==> src/rtl/pixel_pipeline_lane_balancer.sv <==
// Round-robin fragment dispatcher across parallel pixel lanes with per-lane credits
// and an in-order collector that walks the same lane sequence back to one stream.
module pixel_pipeline_lane_balancer #(
  parameter int unsigned NUM_LANES       = 4,
  parameter int unsigned USER_WIDTH      = 64,
  parameter int unsigned DATA_WIDTH      = 64,
  parameter int unsigned MAX_OUTSTANDING = 16
) (
  input  logic                            aclk,
  input  logic                            reset,
  input  logic [NUM_LANES-1:0]            confLaneEnable,
  input  logic                            s_frag_tvalid,
  output logic                            s_frag_tready,
  input  logic [USER_WIDTH-1:0]           s_frag_tuser,
  output logic [NUM_LANES-1:0]            m_lane_tvalid,
  input  logic [NUM_LANES-1:0]            m_lane_tready,
  output logic [USER_WIDTH-1:0]           m_lane_tuser,
  input  logic [NUM_LANES-1:0]            s_lane_tvalid,
  output logic [NUM_LANES-1:0]            s_lane_tready,
  input  logic [NUM_LANES*DATA_WIDTH-1:0] s_lane_tdata,
  output logic                            m_frag_tvalid,
  input  logic                            m_frag_tready,
  output logic [DATA_WIDTH-1:0]           m_frag_tdata,
  output logic                            idle
);

  localparam int unsigned PTR_W = (NUM_LANES > 1) ? $clog2(NUM_LANES) : 1;
  localparam int unsigned CNT_W = $clog2(MAX_OUTSTANDING + 1);

  logic [PTR_W-1:0]      r_dptr;
  logic [PTR_W-1:0]      r_cptr;
  logic [CNT_W-1:0]      r_outstanding [NUM_LANES];
  logic                  r_mvalid;
  logic [DATA_WIDTH-1:0] r_mdata;
  logic                  r_idle;

  logic [NUM_LANES-1:0]  w_mask;
  logic [PTR_W-1:0]      w_low;
  logic [PTR_W-1:0]      w_dsel;
  logic [PTR_W-1:0]      w_csel;
  logic                  w_credit;
  logic                  w_dispatch;
  logic                  w_collect;
  logic                  w_mvalid_nxt;
  logic                  w_busy_nxt;
  logic [CNT_W-1:0]      w_out_nxt [NUM_LANES];
  logic [DATA_WIDTH-1:0] w_lane_data [NUM_LANES];

  function automatic logic [PTR_W-1:0] f_lowest(input logic [NUM_LANES-1:0] mask);
    logic [PTR_W-1:0] sel;
    logic             found;
    sel   = '0;
    found = 1'b0;
    for (int unsigned i = 0; i < NUM_LANES; i++) begin
      if (!found && mask[i]) begin
        sel   = PTR_W'(i);
        found = 1'b1;
      end
    end
    return sel;
  endfunction

  // Next enabled lane strictly above cur, else wrap to the lowest enabled lane.
  function automatic logic [PTR_W-1:0] f_next(input logic [PTR_W-1:0] cur,
                                              input logic [NUM_LANES-1:0] mask);
    logic [PTR_W-1:0] sel;
    logic             found;
    sel   = '0;
    found = 1'b0;
    for (int unsigned i = 0; i < NUM_LANES; i++) begin
      if (!found && mask[i] && (PTR_W'(i) > cur)) begin
        sel   = PTR_W'(i);
        found = 1'b1;
      end
    end
    if (!found) sel = f_lowest(mask);
    return sel;
  endfunction

  for (genvar g = 0; g < NUM_LANES; g++) begin : g_lane_data
    assign w_lane_data[g] = s_lane_tdata[g*DATA_WIDTH +: DATA_WIDTH];
  end

  assign m_lane_tuser  = s_frag_tuser;
  assign m_frag_tvalid = r_mvalid;
  assign m_frag_tdata  = r_mdata;
  assign idle          = r_idle;

  // Handshake paths; while idle both pointers track the lowest enabled lane.
  always_comb begin
    w_mask        = (confLaneEnable == '0) ? NUM_LANES'(1) : confLaneEnable;
    w_low         = f_lowest(w_mask);
    w_dsel        = r_idle ? w_low : r_dptr;
    w_csel        = r_idle ? w_low : r_cptr;
    w_credit      = r_outstanding[w_dsel] < CNT_W'(MAX_OUTSTANDING);
    m_lane_tvalid = '0;
    s_lane_tready = '0;
    s_frag_tready = 1'b0;
    if (!reset) begin
      m_lane_tvalid[w_dsel] = s_frag_tvalid & w_credit;
      s_frag_tready         = m_lane_tready[w_dsel] & w_credit;
      s_lane_tready[w_csel] = ~r_mvalid | m_frag_tready;
    end
    w_dispatch   = s_frag_tvalid & s_frag_tready;
    w_collect    = s_lane_tvalid[w_csel] & s_lane_tready[w_csel];
    w_mvalid_nxt = w_collect | (r_mvalid & ~m_frag_tready);
    w_busy_nxt   = w_mvalid_nxt;
    for (int unsigned i = 0; i < NUM_LANES; i++) begin
      case ({w_dispatch && (w_dsel == PTR_W'(i)), w_collect && (w_csel == PTR_W'(i))})
        2'b10:   w_out_nxt[i] = r_outstanding[i] + CNT_W'(1);
        2'b01:   w_out_nxt[i] = r_outstanding[i] - CNT_W'(1);
        default: w_out_nxt[i] = r_outstanding[i];
      endcase
      if (w_out_nxt[i] != '0) w_busy_nxt = 1'b1;
    end
  end

  always_ff @(posedge aclk or posedge reset) begin
    if (reset) begin
      r_dptr   <= '0;
      r_cptr   <= '0;
      r_mvalid <= 1'b0;
      r_mdata  <= '0;
      r_idle   <= 1'b1;
      for (int unsigned i = 0; i < NUM_LANES; i++) r_outstanding[i] <= '0;
    end else begin
      r_dptr   <= w_dispatch ? f_next(w_dsel, w_mask) : w_dsel;
      r_cptr   <= w_collect ? f_next(w_csel, w_mask) : w_csel;
      r_mvalid <= w_mvalid_nxt;
      if (w_collect) r_mdata <= w_lane_data[w_csel];
      r_idle   <= ~w_busy_nxt;
      for (int unsigned i = 0; i < NUM_LANES; i++) r_outstanding[i] <= w_out_nxt[i];
    end
  end

endmodule

==> config.mk <==
export PLATFORM = sky130hd
export DESIGN_NAME = pixel_pipeline_lane_balancer
export DESIGN_NICKNAME = d
export VERILOG_FILES = /design/src/rtl/pixel_pipeline_lane_balancer.sv
export SDC_FILE = /design/constraint.sdc
export NUM_CORES = 1
export LEC_CHECK = 0
export ABC_AREA = 1
export BUFFER_PORTS_ARGS = -buffer_cell sky130_fd_sc_hd__buf_2
export CORE_AREA = 2 2 186 188
export CTS_BUF_LIST = sky130_fd_sc_hd__clkbuf_4 sky130_fd_sc_hd__clkbuf_8 sky130_fd_sc_hd__clkbuf_16
export CTS_CLUSTER_DIAMETER = 80
export CTS_CLUSTER_SIZE = 14
export DETAILED_ROUTE_END_ITERATION = 7
export DIE_AREA = 0 0 188 190
export MAX_ROUTING_LAYER = met4
export PLACE_DENSITY = 0.47
export SLEW_MARGIN = 5
export SYNTH_ARGS = -nofsm -noshare
export SYNTH_HDL_FRONTEND = slang
export SYNTH_SLANG_ARGS = --single-unit
==> constraint.sdc <==
create_clock -name aclk -period 3.6 [get_ports aclk]
set_clock_uncertainty 0.2 [all_clocks]
set_input_delay 0.54 -clock aclk [delete_from_list [all_inputs] [get_ports aclk]]
set_output_delay 0.54 -clock aclk [all_outputs]
set_load 0.05 [all_outputs]
Yosys cells after proc, flatten, opt, wreduce, memory -nomap -nowiden
Cells that the tools add are included.
{ "totals": {"register_bits": 90, "inputBits": 336, "word_cells": 185} }
{ "classes": {"addsub": 8, "n_lt_le_gt_ge": 15, "n_eq_ne": 14, "mux": 70, "bitwise_logic": 14, "reduce_logical": 55} }
{ "op_table": {"columns": ["op", "n"], "rows": [
  ["$bmux W64 S2", 1],
  ["$mux W64", 2],
  ["$pmux W5 S2", 4],
  ["$mux W1", 36],
  ["$logic_and A1 B1 Y1", 33],
  ["$mux W2", 16],
  ["$add A5 B1 Y5 const B", 4],
  ["$reduce_bool A5 Y1", 4],
  ["$sub A5 B1 Y5 const B", 4],
  ["$eq A2 B2 Y1 const B", 8],
  ["$logic_not A1 Y1", 15],
  ["$eq A2 B1 Y1 const B", 6],
  ["$mux W4", 3],
  ["$bmux W5 S2", 1],
  ["$mux W5", 2],
  ["$and A4 B4 Y4", 2],
  ["$gt A1 B2 Y1 const A", 4],
  ["$gt A2 B2 Y1 const A", 4],
  ["$bmux W1 S2", 3],
  ["$ge A3 B3 Y1 const B", 2],
  ["$lt A2 B3 Y1 const B", 2],
  ["$not A2 Y3", 2],
  ["$and A1 B1 Y1", 5],
  ["$lt A5 B5 Y1 const B", 1],
  ["other kinds (6)", 12]
]} }

Depth between registers and ports, before layout
{ "logic_depth": {"depth_word": 42, "depth_mapped": 27, "depth_no_buf": 26} }

Worst setup path before layout
Ideal clock, no wire load.
{ "synth_path": {"path_kind": "input port to flip-flop", "start": "in reset", "end": "reg r_idle (netlist: idle)", "setup_time_ps": 68, "arrival_time_ps": 5252, "path_slack_ps": -1919, "cell_stages": 17, "path_buffers": 0, "cell_sequence": "inv_1 nand2_1 nor2_1 nand2_1 nor2_1 nand2_1 ha_1 fa_1 nand3_1 nand3_1 nand2_1 nand2_1 a21boi_0 nand3_1 nor2_1 nand2_1 nor2_1"} }
{ "synth_via": {"elab_chain_len": 13} }
{ "synth_lines": {"columns": ["element", "line_no", "source"], "rows": [
  ["start, declared", "10", "input logic reset,"],
  ["$mux W4", "99", "if (!reset) begin"],
  ["$bmux W1 S2", "105", "w_collect = s_lane_tvalid[w_csel] & s_lane_tready[w_csel];"],
  ["$mux W1 (implied by the code)", "105", null],
  ["$and A1 B1 Y1", "105", null],
  ["$logic_and A1 B1 Y1", "109", "case ({w_dispatch && (w_dsel == PTR_W'(i)), w_collect && (w_csel == PTR_W'(i))})"],
  ["$eq A2 B1 Y1 / $eq A2 B2 Y1 (equally long branches)", "109", null],
  ["$pmux W5 S2", "109", null],
  ["$reduce_bool A5 Y1", "114", "if (w_out_nxt[i] != '0) w_busy_nxt = 1'b1;"],
  ["$mux W1 (3 in a row)", "114", null],
  ["$mux W1 (*)", "114", null],
  ["$not A1 Y1 (*)", "131", "r_idle <= ~w_busy_nxt;"],
  ["end signal, assigned", "131", null],
  ["end, declared", "35", "logic r_idle;"]
]} }
Every way passes the cells marked *; elsewhere a longest branch is shown, timed or not. The select of a mux whose other input is x is not followed.
A chain may end at the register's enable or synchronous reset.

Worst setup path in the final report
{ "layout_path": {"start": "reg r_idle (netlist: idle)", "end": "reg r_idle (netlist: idle)"} }
{ "layout_via": {"elab_chain_len": 19} }
{ "layout_lines": {"columns": ["element", "line_no", "source"], "rows": [
  ["$mux W2", "94", "w_csel = r_idle ? w_low : r_cptr;"],
  ["$lt A2 B3 Y1 (implied by the code) / $ge A2 B1 Y1 (equally long branches)", "102", "s_lane_tready[w_csel] = ~r_mvalid | m_frag_tready;"],
  ["$logic_and A1 B1 Y1 (implied by the code)", "102", null],
  ["$mux W1 (implied by the code)", "102", null],
  ["$demux W1 S2", "102", null],
  ["$and A4 B4 Y4 (no source line)", null, null],
  ["$mux W4", "99", null],
  ["$bmux W1 S2", "105", null],
  ["$mux W1 (implied by the code)", "105", null],
  ["$and A1 B1 Y1", "105", null],
  ["$logic_and A1 B1 Y1", "109", null],
  ["$eq A2 B1 Y1 / $eq A2 B2 Y1 (equally long branches)", "109", null],
  ["$pmux W5 S2", "109", null],
  ["$reduce_bool A5 Y1", "114", null],
  ["$mux W1 (3 in a row)", "114", null],
  ["$mux W1 (*)", "114", null],
  ["$not A1 Y1 (*)", "131", null]
]} }
Marked as above.

==> run metrics <==
status finished, final reports clean; Primary FF master, synth dfrtp_1; Die X 188 µm; largest area contributor in the netlist dfrtp_1; max incr delay on CP 0.63 ns; Post-Synthesis Cell Area 6656 µm²; CP Data Arrival Time 3.39 ns; Die ar. 35720 µm²; R2R Path End idle; initial antenna violation count 8; met2 wire len 12.91 mm; CP required 3.69 ns; CTS tree built; post-synthesis cell type count 32; Post-synth EDFFs 0; pwr/cell area 914.5 nW/µm²; Clock Sinks 90; post-synthesis async set-or-reset flop share 100.0%; relative slew slack 42.90%; total CTS buffers 9; fin crit share 91.70%; global route overflow 0; Hold Vio Cnt, Final 0; met3 wire length 2.168 mm; syn_nets between 1000 and 1500; DRT Pass-1 Iters 5; post-DR wirelength/cell 15.58 µm; FF-to-FF setup slack 0.30 ns; worst reg2reg startpoint idle; vias in the first global route about 7100; CP cell instances nand3_4 > nand2_8 > inv_2 > nand3b_1 > nand3_2 > nor2_8 > inv_4 > nor2_2 > buf_4 > ha_4 > xor2_2 > ha_1 > inv_1 > nand2_1 > nand2_2 > nand2_1 > nor2_2 > nand2_1 > nor2_2 > nand3_1 > nor2_1 > nand4_1 > nor2_1; CP top delay family simple AND/OR/NAND/NOR gates; CP Capture Type flop; Worst Tran Pin Value about 0.86 ns; endpoints failing setup 0; WL met1 around 12 mm; top cells by count, synth nand2_1 (397), nand3_1 (101), dfrtp_1 (89); first-pass GRT wire length about 41 mm; via count roughly 7300; sequential share of the synthesized area 33.85%; largest net degree at the start of global routing 130; CP max stage cell dfstp_2; synth top area cells dfrtp_1 (33%), nand2_1 (22%), buf_4 (7.8%), nand3_1 (7.6%), a21oi_1 (5.1%); Startpoint Class flop; Slew Limit Fails 0; buffers added on ports ~350; Clock Path Buffers 2; Final nets 1637; Worst Path Class, Setup reg2reg; hpwl dp 21.19 mm; r2r worst-path depth 23; Worst Hold Class in2async; Syn Area/Cell 6.690 µm²; Max Cap Viol 0; number of routed nets with antenna violations 0; Final Critical Period 3.301 ns; CTS H-tree depth 3; Final Util 26.87%; worst vdd ir approximately 0.69 mV; fmax 0.3029 GHz; Remaining DRCs 0; Core ar. roughly 34000 µm²; filler instances 3862; row count 68; Area Overhead vs Synth 37.03%; hold buffers post-CTS 0; Final Routed Wirelength 27.31 mm; overall die height 190 µm; Worst Path Max Fanout 7; worst skew pair latency 0.35 ns; cells after synthesis 995; DR top layer met4; I/O pin count around 480; synth warn 0; Synth top area share ~33%; DR vias/cell approximately 4.2; multi-input combinational cell area 3593 µm²; library cell with the highest instance count after synthesis nand2_1; fraction of layout cells with a size suffix above 1 36.82%; Initial Utilization between 15 and 20%; register area approximately 2300 µm²; Seq cells post-synth 90; worst hold slack approximately 0.22 ns; Worst-path clk slew about 0.07 ns; Iter 0 DRT Violations 272; Tot Pwr about 8300 µW; Critical path buffers and inverters 4; CTS Root Buffer Type clkbuf_16; LEAKAGE just under 0.005 µW; Placer Congestion 0.8198; RSZ-0062 raised after global routing yes; GRT Total Usage 15.46%
==> how the worst max path moves through the flow <==
stage          cells past startpoint               from   end
2_1_floorplan                     19              reset  idle
3_3_place_gp                      24  confLaneEnable[2]  idle
3_5_place_dp                      24  confLaneEnable[2]  idle
4_1_cts                           19               idle  idle
5_1_grt                           22               idle  idle
6_report                          23               idle  idle
==> repair_timing <==
item / in CTS / in global routing
buffers inserted: 0 / 7
resized for setup: 0 / 25
setup endpoints to repair: 0 / 1
==> layer usage <==
layer	up-vias	global-route usage, %
met3	54	4.870
met2	249	24.88
li1	3702	-
met4	0	5.118
met5	-	-
met1	3330	18.31
==> cell usage in the layout (no fill, tap or decap), types with 4 or more instances in the layout <==
cell type  count
o21ai_1       46
buf_2        346
ha_4           5
nand3_2        4
nor2_1        23
nand2_4        4
nor2_2         4
inv_1         75
a21oi_1       66
buf_4         38
o21ai_2       20
diode_2        8
inv_2          4
nand2_2       11
nand3_1       98
dfrtp_1       89
nand4_1        7
nand2_1      384
o21ai_0        4
nor2_4         9
ha_1           9
clkbuf_16      9
==> through the flow <==
stage	worst slack, ns	cells	area (µm²)	TNS [ns]
floorplan	-0.4725	995	6780	-1.555
global placement	-0.0007403	1722	8607	-0.0007403
detailed placement	-0.08543	1722	8607	-0.08543
CTS	0.1425	1738	8945	0
global route	-0.1018	1752	9119	-0.1018
finish	0.2988	1753	9121	0
==> power by group <==
group / internal (µW) / total [µW] / switching (µW)
Clock: 652 / 1110 / 461
Combinational: 1650 / 5450 / 3800
Sequential: 1480 / 1780 / 300
==> layout make-up <==
cell class / instances / share of cell area [%]
multi-input cells: 718 / 39.40
flip-flops and latches: 90 / 24.71
repair buffers: 385 / 22.33
well taps: 455 / 6.241
inverters: 81 / 3.402
clock buffers: 11 / 2.771
clock inverters: 5 / 0.9328
diodes: 8 / 0.2195
==> logic make-up after synthesis <==
family          count (synthesis)  synth area share (%)
fa+ha+maj                      16                 3.233
xor+xnor                        6                0.7895
compound gates                141                 11.84
flops                          90                 33.85
simple gates                  555                 34.49
buf+inv                       187                 15.79
==> worst register-to-register path, stage by stage (launching register included) <==
cell and delay (ns):
dfstp_2 0.63, nand3_4 0.14, nand2_8 0.13, inv_2 0.06
nand3b_1 0.09, nand3_2 0.12, nor2_8 0.18, inv_4 0.07
nor2_2 0.08, buf_4 0.14, ha_4 0.14, xor2_2 0.15
ha_1 0.25, inv_1 0.05, nand2_1 0.06, nand2_2 0.07
nand2_1 0.08, nor2_2 0.08, nand2_1 0.06, nor2_2 0.10
nand3_1 0.06, nor2_1 0.11, nand4_1 0.08, nor2_1 0.11
==> registers in the layout, indices dropped and copies added, names as in the netlist <==
signal         cells
r_outstanding     20
m_frag_tvalid      1
idle               1
r_cptr             2
r_dptr             2
m_frag_tdata      64
(Power assumes the default switching activity.)
